**src/rtl/rdma_aes_key_arb.sv**
```systemverilog
// Round-robin key-load arbiter for the shared RDMA AES engine.
// Skips reloads of a resident key and aborts a stalled expansion on timeout.
module rdma_aes_key_arb #(
  parameter int N_REQ          = 4,
  parameter int PID_BITS       = 6,
  parameter int TIMEOUT_CYCLES = 1024,
  localparam int PW            = $clog2(N_REQ),
  localparam int CW            = $clog2(TIMEOUT_CYCLES + 1)
) (
  input  logic                      aclk,
  input  logic                      aresetn,
  input  logic [N_REQ-1:0]          req_valid,
  output logic [N_REQ-1:0]          req_ready,
  input  logic [N_REQ*PID_BITS-1:0] req_ctid,
  input  logic [N_REQ*128-1:0]      req_key,
  output logic [127:0]              key_out,
  output logic                      keyStart,
  input  logic                      key_done,
  output logic [PID_BITS-1:0]       mux_ctid,
  output logic                      key_valid,
  input  logic                      flush,
  output logic [PW-1:0]             grant_id,
  output logic                      busy,
  output logic                      err_timeout
);

  typedef enum logic [1:0] {
    IDLE  = 2'd0,
    START = 2'd1,
    WAIT  = 2'd2
  } state_t;

  state_t              state_q;
  state_t              state_d;
  logic [PW-1:0]       rr_ptr;
  logic [CW-1:0]       cnt;
  logic                found;
  logic [PW-1:0]       win;
  logic [PID_BITS-1:0] sel_ctid;
  logic [127:0]        sel_key;
  logic                accept;
  logic                hit;
  logic                term;
  logic                is_idle;
  logic                is_start;
  logic                is_wait;

  assign is_idle  = (state_q == IDLE);
  assign is_start = (state_q == START);
  assign is_wait  = (state_q == WAIT);

  always_comb begin
    found = 1'b0;
    win   = '0;
    for (int k = 0; k < N_REQ; k++) begin
      if (!found && req_valid[(int'(rr_ptr) + k) % N_REQ]) begin
        found = 1'b1;
        win   = PW'((int'(rr_ptr) + k) % N_REQ);
      end
    end
  end

  assign sel_ctid = req_ctid[int'(win)*PID_BITS +: PID_BITS];
  assign sel_key  = req_key[int'(win)*128 +: 128];

  assign accept = is_idle & found & ~flush;
  assign hit    = key_valid & (sel_ctid == mux_ctid) &
                  (sel_key == key_out);
  assign term   = (cnt == CW'(TIMEOUT_CYCLES - 1));

  always_comb begin
    req_ready = '0;
    if (is_idle && found && !flush && aresetn)
      req_ready[win] = 1'b1;
  end

  always_comb begin
    state_d = state_q;
    if (flush) begin
      state_d = IDLE;
    end else begin
      unique case (1'b1)
        is_idle:  if (accept && !hit) state_d = START;
        is_start: state_d = WAIT;
        is_wait:  if (key_done || term) state_d = IDLE;
        default:  state_d = IDLE;
      endcase
    end
  end

  always_ff @(posedge aclk or negedge aresetn) begin
    if (!aresetn) state_q <= IDLE;
    else          state_q <= state_d;
  end

  always_ff @(posedge aclk or negedge aresetn) begin
    if (!aresetn) begin
      rr_ptr      <= '0;
      grant_id    <= '0;
      key_out     <= '0;
      mux_ctid    <= '0;
      key_valid   <= 1'b0;
      keyStart    <= 1'b0;
      busy        <= 1'b0;
      err_timeout <= 1'b0;
      cnt         <= '0;
    end else begin
      keyStart    <= accept & ~hit;
      err_timeout <= is_wait & ~flush & ~key_done & term;
      busy        <= (state_d != IDLE);
      if (flush) begin
        key_valid <= 1'b0;
      end else if (accept) begin
        grant_id <= win;
        rr_ptr   <= (win == PW'(N_REQ - 1)) ? '0 : win + 1'b1;
        if (!hit) begin
          key_out   <= sel_key;
          mux_ctid  <= sel_ctid;
          key_valid <= 1'b0;
        end
      end else if (is_wait && key_done) begin
        key_valid <= 1'b1;
      end
      // counter saturates instead of wrapping
      if (is_start)
        cnt <= '0;
      else if (is_wait && cnt != {CW{1'b1}})
        cnt <= cnt + 1'b1;
    end
  end

endmodule
```
**config.mk**
```make
export PLATFORM = sky130hd
export DESIGN_NAME = rdma_aes_key_arb
export DESIGN_NICKNAME = d
export VERILOG_FILES = /design/src/rtl/rdma_aes_key_arb.sv
export SDC_FILE = /design/constraint.sdc
export NUM_CORES = 1
export LEC_CHECK = 0
export BUFFER_PORTS_ARGS = -buffer_cell sky130_fd_sc_hd__buf_4
export CAP_MARGIN = 30
export CORE_AREA = 2 2 269 271
export DETAILED_ROUTE_END_ITERATION = 8
export DIE_AREA = 0 0 271 273
export PLACE_DENSITY_LB_ADDON = 0.25
export RECOVER_POWER = 25
export SETUP_SLACK_MARGIN = 0.4
export SLEW_MARGIN = 0
export SYNTH_ARGS = -nofsm -noshare
export SYNTH_HDL_FRONTEND = slang
export SYNTH_SLANG_ARGS = --single-unit
```
**constraint.sdc**
```tcl
create_clock -name aclk -period 5 [get_ports aclk]
set_input_delay 0.75 -clock aclk [delete_from_list [all_inputs] [get_ports aclk]]
set_output_delay 0.75 -clock aclk [all_outputs]
set_load 0.05 [all_outputs]
```
==> results.yml <==
logic_synthesis:
  syn_avg_cell_area_um2: 8.86
  netlist_area_um2: 12700
  synth-seq-cells: 155
  synth_flop_cell: "dfrtp_1"
  synth_edf_count: 0
  yosysMostFrequentCell: "nand2_1"
  yosysTopAreaCell: "dfrtp_1"
  synth_warnings: 0
  ys_types: 71
  synth_top_cell_area_share_pct: 30.5
  synthArstFlopShare_pct: 100
  synthTopCellsByCount: "nand2_1 (185), mux2i_1 (158), dfrtp_1 (155), mux2_2 (108), and3_1 (93)"
  synth_area_leaders: "dfrtp_1 (30%), mux2i_1 (12%), mux2_2 (9.5%)"
  syn-num-nets: 1987
  syn_inst: 1438
  ys_seq_area_share_pct: 30.5
drt:
  vias: 14851
  final_antenna_net_count: 0
  viasPerCell: 4.76
  drc_errors: 0
  wl_per_cell_um: 26.2
  wl_mm: 81.9
  dr.pass1.iters: 7
  drtIter0Drc: 1006
sta:
  setup_violations: 0
  min_period_ns: 4.42
  hold_violations: 0
  fin_skew_ns: 0.0214
  fmaxAchievable_mhz: 226
  maxSlewHeadroom_pct: -73.3
  slew_viol_final: 88
  fin_hold_ws_ns: 0.220
  period_share_pct: 88.3
  tightest_slew_ns: 2.60
  grt_setup_unrepaired: "no"
grt:
  grt_usage_pct: 21.2
  grt_max_degree: 98
  grt_pass1_vias: 15169
  grt-ovfl-total: 0
  grt_pass1_wl_mm: 112
  antenna_found_initial: 2
flow_run:
  max_cap_violations: 1
clocking:
  insertion_delay_ns: 0.49
  cts_max_level: 4
  clock_sinks: 155
  root_buffer: "clkbuf_16"
  numCtsBuffers: 17
  clockBufferDepth: 2
  cts-hold-fix-buffers: 0
  cts_tree: "yes"
  path_clk_slew_ns: 0.07
setup_path:
  end_kind: "register"
  worstPathMaxFanout: 32
  crit_required_ns: 5.36
  critical_path.startpoint_type: "register"
  worstPathArrival_ns: 4.78
  rrSetupSlack_ns: 0.58
  worstSetupPathType: "reg2reg"
place:
  placedCellCount: 3079
  gp_congestion: 0.941
  io_buffers: 687
  dp_hpwl_mm: 67.1
cells_and_area:
  layout-drive-gt1-share_pct: 46.2
  area_growth_pct: 61.9
  fin_nets: 2706
  final_cells: 3122
outcome:
  status: "finished, violations left"
  violations: "max-capacitance violations, max-slew violations"
floorplan:
  io_pins: 688
  dieArea_um2: 74000
  dieHeight_um: 273
  die_x_um: 271
  rows: 98
  core_area_um2: 71000
  start_util_pct: 17.9
power_and_ir_drop:
  p_leak_nw: 9.59
  power.density_nw_per_um2: 645
  finalPower_mw: 13.3
  ir_drop_mv: 0.213
worst_hold_path:
  hold_class: "in2async"
## report_power, final
| part | total [mW] | switching, mW | internal (mW) | leakage (nW) |
|---|---|---|---|---|
| clock | 1.46 | 0.615 | 0.844 | 0.280 |
| sequential | 2.69 | 0.865 | 1.83 | 1.84 |
| combinational | 9.14 | 5.79 | 3.35 | 7.47 |
| total | 13.3 | 7.27 | 6.03 | 9.59 |
## metrics by stage
| step | cell area, µm² | TNS, ns | setup slack, ns | utilization, % |
|---|---|---|---|---|
| 3_5_place_dp | 19700 | -32.14 | -0.310 | 27.7 |
| 6_report | 20600 | 0 | 0.584 | 29.0 |
| 3_3_place_gp | 19700 | -31.66 | -0.306 | 27.7 |
| 5_1_grt | 20600 | 0 | 0.400 | 29.0 |
| 2_1_floorplan | 12700 | 0 | 0.782 | - |
| 4_1_cts | 20400 | 0 | 0.412 | 28.7 |
## path summary, 6_finish.rpt
check,from,endpoint,depth (start not counted)
worst max-delay path,rr_ptr[1],key_out[24],16
worst min-delay path,aresetn,grant_id[0],1
worst max register to register,rr_ptr[1],key_out[24],16
worst min register to register,grant_id[0],grant_id[0],2
max in group asynchronous,aresetn,key_out[99],4
min in group aclk,flush,key_valid,2
## layout by cell type (no fill, tap or decap), types with 8 or more instances in the layout
cell type  netlist  layout
nand3_1         36      36
a21oi_1         22      21
mux2_2         108     108
mux2i_1        158     152
a31o_2           8       8
and3_1          93      92
xnor2_1         50      47
xor2_1          16      16
a221oi_1         9       9
o211ai_1         8       8
clkbuf_16        0      19
buf_4            9     780
o21ai_0         33      32
nand4_1         24      24
a211oi_1        87      82
a22o_1          11      11
nor3_1          28      28
a22oi_1         12      12
mux2_4           8       8
o22ai_1         12      12
nand2_1        185     185
nor2_1          41      40
dfrtp_1        155     154
buf_12           0      17
inv_1           45      44
a31oi_1         74      71
## repair_timing
item,4_1_cts,5_1_grt
buffers inserted,0,4
cloned,1,2
resized for setup,13,25
setup endpoints to repair,138,135
hold endpoints to repair,0,0
pin swaps,0,3
## sequential cells by signal, summed over array words and instances (netlist names)
signal / count
busy: 1
cnt: 11
err_timeout: 1
grant_id: 2
keyStart: 1
key_out: 128
key_valid: 1
mux_ctid: 6
rr_ptr: 2
state_q: 2
## kinds of logic after synthesis
| group | after synthesis | synth area share (%) |
|---|---|---|
| AND/OR/NAND/NOR | 447 | 17.3 |
| AO/OA/AOI/OAI | 334 | 18.7 |
| multiplexers | 276 | 23.1 |
| buffers and inverters | 155 | 5.46 |
| flip-flops | 155 | 30.5 |
| XOR/XNOR | 66 | 4.54 |
| adder cells (fa/ha/maj) | 5 | 0.491 |
## critical path, cell delays in order (launching register included)
cell     delay, ns
dfrtp_2       0.46
and4b_1       0.22
a21o_1        0.21
nor2_4        0.17
buf_12        0.19
buf_12        0.23
buf_4         0.21
nand2_1       0.08
a31oi_1       0.37
xnor2_2       0.22
nand4_1       0.19
or4_4         0.57
nor4_4        0.28
a31o_2        0.25
inv_6         0.08
buf_12        0.18
mux2_1        0.32
## layout make-up
type / instances / area, µm²
Antenna cell: 3 / 7.51
Clock buffer: 20 / 447
Clock inverter: 11 / 170
Fill cell: 7620 / 50400
Inverter: 47 / 196
Multi-Input combinational cell: 1128 / 8350
Sequential cell: 155 / 3880
Tap cell: 950 / 1190
Timing Repair Buffer: 808 / 6380
## metal layers
layer	share of wire (%)	global-route usage (%)	vias to the layer above
met4	1.1	3.72	0
met2	49	36.7	597
met5	0	0	-
met3	6.6	5.37	39
met1	43	26.8	7359
li1	-	-	6856
Note: power is estimated with default switching activity, not from simulation.
